### config.mk
export PLATFORM = sky130hd
export DESIGN_NAME = cl_serialize_flat
export DESIGN_NICKNAME = d
export VERILOG_FILES = /design/src/rtl/cl_serialize_if.sv /design/src/rtl/cl_serialize.sv /design/src/flat_wrapper.sv
export SDC_FILE = /design/constraint.sdc
export NUM_CORES = 1
export LEC_CHECK = 0
export CAP_MARGIN = 25
export CORE_MARGIN = 4
export CORE_UTILIZATION = 50
export DETAILED_ROUTE_END_ITERATION = 8
export PLACE_DENSITY = 0.84
export SLEW_MARGIN = 20
export SYNTH_ARGS = -nofsm -noshare
export SYNTH_HDL_FRONTEND = slang
export SYNTH_SLANG_ARGS = --single-unit
### constraint.sdc
create_clock -name aclk -period 2.4 [get_ports aclk]
set_clock_uncertainty 0.1 [all_clocks]
set_input_delay 0.48 -clock aclk [delete_from_list [all_inputs] [get_ports aclk]]
set_output_delay 0.48 -clock aclk [all_outputs]
set_load 0.01 [all_outputs]
### src/rtl/cl_serialize_if.sv
// Pixel stream handshake between a video source and the Camera Link transmitter.
// tdata[15:8] carries port A, tdata[7:0] port B.
interface cl_serialize_if #(
  parameter int unsigned DataWidth = 16
);
  logic [DataWidth-1:0] tdata;
  logic                 tvalid;
  logic                 tready;
  logic                 tuser;
  logic                 tlast;

  modport master (output tdata, output tvalid, output tuser, output tlast, input tready);
  modport slave  (input tdata, input tvalid, input tuser, input tlast, output tready);
endinterface

### src/rtl/cl_serialize.sv
// Camera Link base-configuration transmitter: maps a 16-bit pixel stream onto the 28-bit
// channel-link word and generates FVAL/LVAL/DVAL with horizontal and vertical blanking.
module cl_serialize #(
  parameter int unsigned VID_DATA_SIZE = 16,
  parameter int unsigned H_ACTIVE      = 640,
  parameter int unsigned H_BLANK       = 32,
  parameter int unsigned V_ACTIVE      = 480,
  parameter int unsigned VBLANK_CYCLES = 2048
) (
  input  logic                aclk,
  input  logic                aresetn,
  input  logic                enable,
  input  logic                err_clr,
  cl_serialize_if.slave       s_axis,
  output logic [27:0]         Data,
  output logic                frame_done,
  output logic                err_sof,
  output logic                err_eol
);

  localparam int unsigned BMax = (H_BLANK > VBLANK_CYCLES) ? H_BLANK : VBLANK_CYCLES;
  localparam int unsigned PW   = (H_ACTIVE > 1) ? $clog2(H_ACTIVE) : 1;
  localparam int unsigned LW   = (V_ACTIVE > 1) ? $clog2(V_ACTIVE) : 1;
  localparam int unsigned BW   = (BMax > 1) ? $clog2(BMax) : 1;

  localparam logic [PW-1:0] PixLast    = PW'(H_ACTIVE - 1);
  localparam logic [LW-1:0] LineLast   = LW'(V_ACTIVE - 1);
  localparam logic [BW-1:0] HBlankLast = BW'(H_BLANK - 1);
  localparam logic [BW-1:0] VBlankLast = BW'(VBLANK_CYCLES - 1);

  typedef enum logic [2:0] {StIdle, StLead, StLine, StHblank, StVblank} state_e;

  state_e      state_q, state_d;
  logic [PW-1:0] pix_q, pix_d;
  logic [LW-1:0] line_q, line_d;
  logic [BW-1:0] blank_q, blank_d;
  logic [27:0] data_q, data_d;
  logic        frame_done_q, frame_done_d;
  logic        err_sof_q, err_sof_d;
  logic        err_eol_q, err_eol_d;

  logic [VID_DATA_SIZE-1:0] pix;
  logic ready, fval, lval, beat, sof_hit, eol_hit;

  assign pix = s_axis.tdata;

  // Pixel bits are forced to zero whenever DVAL is low.
  function automatic logic [27:0] map_word(input logic [15:0] p, input logic fv,
                                           input logic lv, input logic dv);
    logic [27:0] w;
    w = '0;
    if (dv) begin
      w[4:0] = p[12:8];
      w[6]   = p[13];
      w[27]  = p[14];
      w[5]   = p[15];
      w[7]   = p[0];
      w[8]   = p[1];
      w[9]   = p[2];
      w[12]  = p[3];
      w[13]  = p[4];
      w[14]  = p[5];
      w[10]  = p[6];
      w[11]  = p[7];
    end
    w[24] = lv;
    w[25] = fv;
    w[26] = dv;
    return w;
  endfunction

  always_comb begin
    state_d = state_q;
    pix_d   = pix_q;
    line_d  = line_q;
    blank_d = blank_q;
    ready   = 1'b0;
    fval    = 1'b0;
    lval    = 1'b0;
    unique case (state_q)
      StIdle: begin
        // Beats ahead of a start-of-frame are swallowed; the SOF beat itself waits.
        ready = s_axis.tvalid & ~s_axis.tuser;
        if (enable && s_axis.tvalid && s_axis.tuser) state_d = StLead;
      end
      StLead: begin
        fval = 1'b1;
        if (blank_q == HBlankLast) begin
          blank_d = '0;
          state_d = StLine;
        end else begin
          blank_d = blank_q + 1'b1;
        end
      end
      StLine: begin
        fval  = 1'b1;
        lval  = 1'b1;
        ready = 1'b1;
        if (s_axis.tvalid) begin
          if (pix_q == PixLast) begin
            pix_d   = '0;
            state_d = StHblank;
          end else begin
            pix_d = pix_q + 1'b1;
          end
        end
      end
      StHblank: begin
        fval = 1'b1;
        if (blank_q == HBlankLast) begin
          blank_d = '0;
          if (line_q == LineLast) begin
            line_d  = '0;
            state_d = StVblank;
          end else begin
            line_d  = line_q + 1'b1;
            state_d = StLine;
          end
        end else begin
          blank_d = blank_q + 1'b1;
        end
      end
      StVblank: begin
        if (blank_q == VBlankLast) begin
          blank_d = '0;
          state_d = StIdle;
        end else begin
          blank_d = blank_q + 1'b1;
        end
      end
      default: state_d = StIdle;
    endcase
  end

  assign beat    = (state_q == StLine) & s_axis.tvalid;
  assign sof_hit = beat & s_axis.tuser & ~((pix_q == '0) & (line_q == '0));
  assign eol_hit = beat & (s_axis.tlast != (pix_q == PixLast));

  // A new error in the same cycle as err_clr wins.
  assign err_sof_d    = (err_sof_q & ~err_clr) | sof_hit;
  assign err_eol_d    = (err_eol_q & ~err_clr) | eol_hit;
  assign frame_done_d = (state_q == StVblank) && (blank_q == '0);
  assign data_d       = map_word(pix, fval, lval, beat);

  always_ff @(posedge aclk or negedge aresetn) begin
    if (!aresetn) begin
      state_q      <= StIdle;
      pix_q        <= '0;
      line_q       <= '0;
      blank_q      <= '0;
      data_q       <= '0;
      frame_done_q <= 1'b0;
      err_sof_q    <= 1'b0;
      err_eol_q    <= 1'b0;
    end else begin
      state_q      <= state_d;
      pix_q        <= pix_d;
      line_q       <= line_d;
      blank_q      <= blank_d;
      data_q       <= data_d;
      frame_done_q <= frame_done_d;
      err_sof_q    <= err_sof_d;
      err_eol_q    <= err_eol_d;
    end
  end

  // tready must read low while reset is held, even though IDLE follows tvalid.
  assign s_axis.tready = aresetn & ready;
  assign Data          = data_q;
  assign frame_done    = frame_done_q;
  assign err_sof       = err_sof_q;
  assign err_eol       = err_eol_q;

endmodule

### src/flat_wrapper.sv
// flat-port wrapper written by rule: the top's interface ports become plain ports
module cl_serialize_flat 
#(
  parameter int unsigned VID_DATA_SIZE = 16,
  parameter int unsigned H_ACTIVE      = 640,
  parameter int unsigned H_BLANK       = 32,
  parameter int unsigned V_ACTIVE      = 480,
  parameter int unsigned VBLANK_CYCLES = 2048
)
  (aclk, aresetn, enable, err_clr, Data, frame_done, err_sof, err_eol, s_axis_tdata, s_axis_tvalid, s_axis_tuser, s_axis_tlast, s_axis_tready);
  cl_serialize_if s_axis_i ();
  input  logic aclk;
  input  logic aresetn;
  input  logic enable;
  input  logic err_clr;
  output logic [27:0] Data;
  output logic frame_done;
  output logic err_sof;
  output logic err_eol;
  input wire logic [$bits(s_axis_i.tdata)-1:0] s_axis_tdata;
  input wire logic [$bits(s_axis_i.tvalid)-1:0] s_axis_tvalid;
  input wire logic [$bits(s_axis_i.tuser)-1:0] s_axis_tuser;
  input wire logic [$bits(s_axis_i.tlast)-1:0] s_axis_tlast;
  output wire logic [$bits(s_axis_i.tready)-1:0] s_axis_tready;
  assign s_axis_i.tdata = s_axis_tdata;
  assign s_axis_i.tvalid = s_axis_tvalid;
  assign s_axis_i.tuser = s_axis_tuser;
  assign s_axis_i.tlast = s_axis_tlast;
  assign s_axis_tready = s_axis_i.tready;
  cl_serialize #(.VID_DATA_SIZE(VID_DATA_SIZE), .H_ACTIVE(H_ACTIVE), .H_BLANK(H_BLANK), .V_ACTIVE(V_ACTIVE), .VBLANK_CYCLES(VBLANK_CYCLES)) u_core (.aclk(aclk), .aresetn(aresetn), .enable(enable), .err_clr(err_clr), .s_axis(s_axis_i), .Data(Data), .frame_done(frame_done), .err_sof(err_sof), .err_eol(err_eol));
endmodule
# Word level (Yosys, flattened, before mapping)
# Cells that the tools add are included.
totals:
  regBits: 55
  in_bits: 23
  out_inout_bits: 32
  wordCells: 71
op_classes:
  n_eq_ne: 15
  reduce_logical: 13
  muxes: 18
  n_bitwise: 14
  add_sub_neg: 3
ops:
  columns: ["op", "count"]
  rows:
  - ["two-way mux 11 bit", 2]
  - ["one-hot mux 11 bit (2 select lines)", 1]
  - ["two-way mux 3 bit", 7]
  - ["two-way mux 15 bit", 1]
  - ["one-hot mux 3 bit (5 select lines)", 1]
  - ["adder 11 x 1 -> 11 bit, second input constant", 1]
  - ["== test 11 bit, second input constant", 1]
  - ["== test 11 x 5 -> 1 bit, second input constant", 1]
  - ["zero test 11 bit", 1]
  - ["adder 10 x 1 -> 10 bit, second input constant", 1]
  - ["== test 10 bit, second input constant", 1]
  - ["zero test 10 bit", 1]
  - ["two-way mux 10 bit", 1]
  - ["!= test 2 x 1 -> 1 bit, second input constant", 5]
  - ["adder 9 x 1 -> 9 bit, second input constant", 1]
  - ["bitwise AND 1 bit", 9]
  - ["== test 9 bit, second input constant", 1]
  - ["zero test 9 bit", 1]
  - ["two-way mux 9 bit", 1]
  - ["== test 3 x 2 -> 1 bit, second input constant", 2]
  - ["AND reduction 6 bit", 1]
  - ["AND reduction 2 bit", 2]
  - ["== test 3 x 1 -> 1 bit, second input constant", 1]
  - ["== test 3 bit, second input constant", 1]
  - ["11 further kinds", 18]

# Longest topological paths before layout
logic_depth:
  depth_word: 5
  ltp_mapped: 6
  mapped_depth_nobuf: 6

# Worst setup path before layout
# No wires, ideal clock.
synth_path:
  kind: "register to register"
  start: "register u_core.state_q[1]"
  end: "register u_core.blank_q[3]"
  arrival_time_ns: 1.558
  path_stages_with_launch: 6
  period_less_slack_ns: 1.781
  required_time_ns: 2.178
  setup_time_ns: 0.122
  slack_ns: 0.619
  path_buffers: 1
  path_cell_list: "dfrtp_1 > or3b_1 > buf_6 > or3_4 > a21oi_4 > nor2_1"
synth_between:
  elab_chain_len: 3
  elab_cells_between_ends: 6
  cone_classes: "eq/ne: 3; mux: 1; reduce/logical: 2"
synth_lines:
  columns: ["element", "line", "source"]
  rows:
  - ["start, declared", "cl_serialize.sv:33", "state_e state_q, state_d;"]
  - ["start signal, assigned", "cl_serialize.sv:147", "state_q <= StIdle;"]
  - ["start signal, assigned", "cl_serialize.sv:156", "state_q <= state_d;"]
  - ["== test 3 x 1 -> 1 bit / == test 3 x 2 -> 1 bit (equally long branches)", "cl_serialize.sv:80", "unique case (state_q)"]
  - ["OR reduction 2 bit (no line)", null, null]
  - ["one-hot mux 11 bit (2 select lines) / nonzero test 2 bit (equally long branches)", null, null]
  - ["end signal, assigned", "cl_serialize.sv:159", "blank_q <= blank_d;"]
  - ["end, declared", "cl_serialize.sv:36", "logic [BW-1:0] blank_q, blank_d;"]
# Parallel ways exist; a longest one is shown, timed or not.
# A chain may end at the register's enable or synchronous reset.

# Worst setup path in the final report
layout_path:
  start: "input port s_axis_tuser"
  end: "output port s_axis_tready"
layout_between:
  elab_chain_len: 4
layout_lines:
  columns: ["element", "line", "source"]
  rows:
  - ["start, declared", "flat_wrapper.sv:22", "input wire logic [$bits(s_axis_i.tuser)-1:0] s_axis_tuser;"]
  - ["inverter 1 bit", "cl_serialize.sv:83", "ready = s_axis.tvalid & ~s_axis.tuser;"]
  - ["bitwise AND 1 bit", "cl_serialize.sv:83", null]
  - ["one-hot mux 1 bit (2 select lines)", "cl_serialize.sv:80", null]
  - ["bitwise AND 1 bit", "cl_serialize.sv:168", "assign s_axis.tready = aresetn & ready;"]
  - ["end, declared", "flat_wrapper.sv:24", "output wire logic [$bits(s_axis_i.tready)-1:0] s_axis_tready;"]
# Every way passes these cells.

==> flow_summary.toml <==
[outcome]
status = "finished, final reports clean"

[timing]
tightest_slew_ps = 669.6
relSlewSlack_pct = 55.36
finalHoldViolations = 0
min_period_ps = 2171
clock.fmax_mhz = 460.6
slew_violations = 0
period_share_pct = 90.47
grt_setup_unrepaired = "false"
finalHoldWorstSlack_ps = 198.4
finalSetupViolCount = 0

[cells_and_area]
syn_to_final_growth_pct = 23.94
num_antenna_cells = 0
drive_above_1_share_pct = 8.387
regArea_sq_um = 1376
finalNetCount = 338
fin_area_sq_um = 3336
nFillCells = 403
multiInputGateArea_sq_um = 1201

[global_routing]
gr-usage-all-layers_pct = 18.32
grt_pass1_vias = 2059
grt_max_degree = 56
grt-ovfl-total = 0
grt_pass1_wl_um = 9315
antenna_found_initial = 0

[synthesis]
yosysWarnings = 0
synth_commonest_cells = "55 x dfrtp_1, 24 x nand2_1, 20 x and2_1"
yosysMostFrequentCell = "dfrtp_1"
yosys_most_used_dff = "dfrtp_1"
synth_area_leaders = "dfrtp_1 51%, xnor2_1 5.9%, and2_1 4.6%"
synth.largest_area_cell = "dfrtp_1"
synthDistinctLibCells = 46
syn_avg_cell_area_sq_um = 10.51
synth_edf_count = 0
synthArstFlopShare_pct = 100.0
ys_ff_latch = 55
synth-seq-area-share_pct = 51.14
syn_area_sq_um = 2691
synth_top_area_share_pct = 51.14
syn-instance-count = 256

[clock_network]
cts.clk_slew.worst_paths_ps = 100
clock_path_buffers = 2
post_cts_resize_count = 1
cts.sinks = 55
htreeDepth = 2
cts_buffers = 5
cts-root-buf = "clkbuf_8"
clk_latency_ps = 310
postCtsSetupBuffers = 0
cts_hold_buffers = 0
tritoncts = "yes"

[worst_setup_path]
worstPathArrival_ps = 1590
critPathTopFamily = "buffers and inverters"
start_kind = "input port"
worstPathRequired_ps = 1820
cp_cell_sequence = "clkdlybuf4s50_1, inv_1, a21oi_1, nor4b_1, dlygate4sd2_1"
crit_type = "input port to output pin"
cp_num_buf_inv = 3
endpoint_kind = "output pin"
cp_max_fo = 2
r2r_setup_slack_ps = 390
crit_path_top_delay_cell = "clkdlybuf4s50_1"
cpPeakStageDelay_ps = 420

[detailed_routing]
vias = 2006
wl_um = 5195
ant_nets = 0
vias_per_cell = 5.279
post_drt_wl_per_cell_um = 13.67
drtPass1Iterations = 4
drc = 0
drt_iter0_drc = 103

[power_and_ir_drop]
p_per_area_nw_per_um2 = 750.3
ir_drop_mv = 0.4475
p_leak_nw = 1.448

[die]
die_area_sq_um = 6620
placeableCoreArea_sq_um = 5172
num_rows = 26
fp.dieW_um = 81.37
dieHeight_um = 81.37
start_util_pct = 52.03
ioPinCount = 55

[placement]
placed_cell_area_sq_um = 3219
place.gp.congestion = 0.7985
io_buffers = 45
dpl.hpwl_um = 3950

[run]
drv_cap = 0

[min_path]
holdCritPathClass = "input port to asynchronous set/reset pin"
-- cells by family (layout without fill, tap and decap cells) --
family                   Yosys count  count (layout)  synth area share (%)
adder cells (fa/ha/maj)            6               6                 2.789
buffers and inverters             27              73                 5.346
AND/OR/NAND/NOR                  115             115                 24.41
other                              1               9                0.1393
XOR/XNOR                          20              20                 6.509
multiplexers                       2               2                0.7439
flip-flops                        55              55                 51.14
AO/OA/AOI/OAI                     30              30                 8.926
-- through the flow --
stage / std cells / utilization [%] / setup WS, ps / power (W) / TNS (ps)
2_1_floorplan: 264 / - / 619.2 / 0.001651 / 0
3_3_place_gp: 372 / 62.24 / -34.65 / 0.001867 / -34.65
3_5_place_dp: 372 / 62.24 / -97.12 / 0.001894 / -97.12
4_1_cts: 380 / 64.49 / 204.8 / 0.002528 / 0
5_1_grt: 380 / 64.49 / 115.3 / 0.002673 / 0
6_report: 380 / 64.49 / 228.8 / 0.002503 / 0
-- flip-flops by register name (all words and copies together), names as in the netlist --
name and cells:
u_core.state_q 3, u_core.frame_done 1, u_core.Data 19, u_core.blank_q 11, u_core.err_sof 1, u_core.err_eol 1, u_core.line_q 9, u_core.pix_q 10
-- cell usage in the layout (no fill, tap or decap), types with 2 or more instances in the layout --
master,count
dfrtp_1,55
clkdlybuf4s50_1,43
nand2_1,24
and2_1,20
nor2_1,19
xnor2_1,18
inv_1,11
nand4_1,10
nand3_1,10
conb_1,9
buf_4,9
o21ai_0,8
a21oi_1,7
and4_1,6
ha_1,6
clkbuf_8,6
nor3_1,4
nor4_1,4
nor4b_1,3
o22ai_1,2
or3_1,2
or2_2,2
mux2i_1,2
o31ai_1,2
xor2_1,2
a211oi_1,2
a2111oi_4,2
-- worst paths after layout --
kind / start / end / depth (start not counted)
min: aresetn / u_core.blank_q[2]$_DFFE_PN0P_ / 2
max: s_axis_tuser / s_axis_tready / 5
min in group aclk: u_core.pix_q[8]$_DFFE_PN0N_ / u_core.pix_q[8]$_DFFE_PN0N_ / 1
min reg2reg: u_core.pix_q[8]$_DFFE_PN0N_ / u_core.pix_q[8]$_DFFE_PN0N_ / 1
max reg2reg: u_core.state_q[2]$_DFFE_PN0P_ / u_core.blank_q[8]$_DFFE_PN0P_ / 5
max in group asynchronous: aresetn / u_core.line_q[7]$_DFFE_PN0P_ / 2
-- layout make-up --
cell class | count | share of cell area, %
Inverter | 11 | 1.238
Sequential cell | 55 | 41.26
Clock buffer | 6 | 2.476
Tap cell | 70 | 2.626
Clock inverter | 2 | 1.050
Timing Repair Buffer | 54 | 15.34
Multi-Input combinational cell | 182 | 36.01
-- report_power, final --
group          switching (W)  internal, W
combinational       0.000326     0.000308
sequential          0.000177      0.00106
clock               0.000290     0.000338
-- metal layers --
| metal | share of wire, % | wire length [um] | global-route usage (%) |
|---|---|---|---|
| met1 | 41 | 2108 | 20.73 |
| met2 | 52 | 2719 | 33.06 |
| met3 | 5.8 | 301 | 5.543 |
| met4 | 1.3 | 65 | 5.236 |
| met5 | 0 | 0 | 0 |
(Power assumes the default switching activity.)
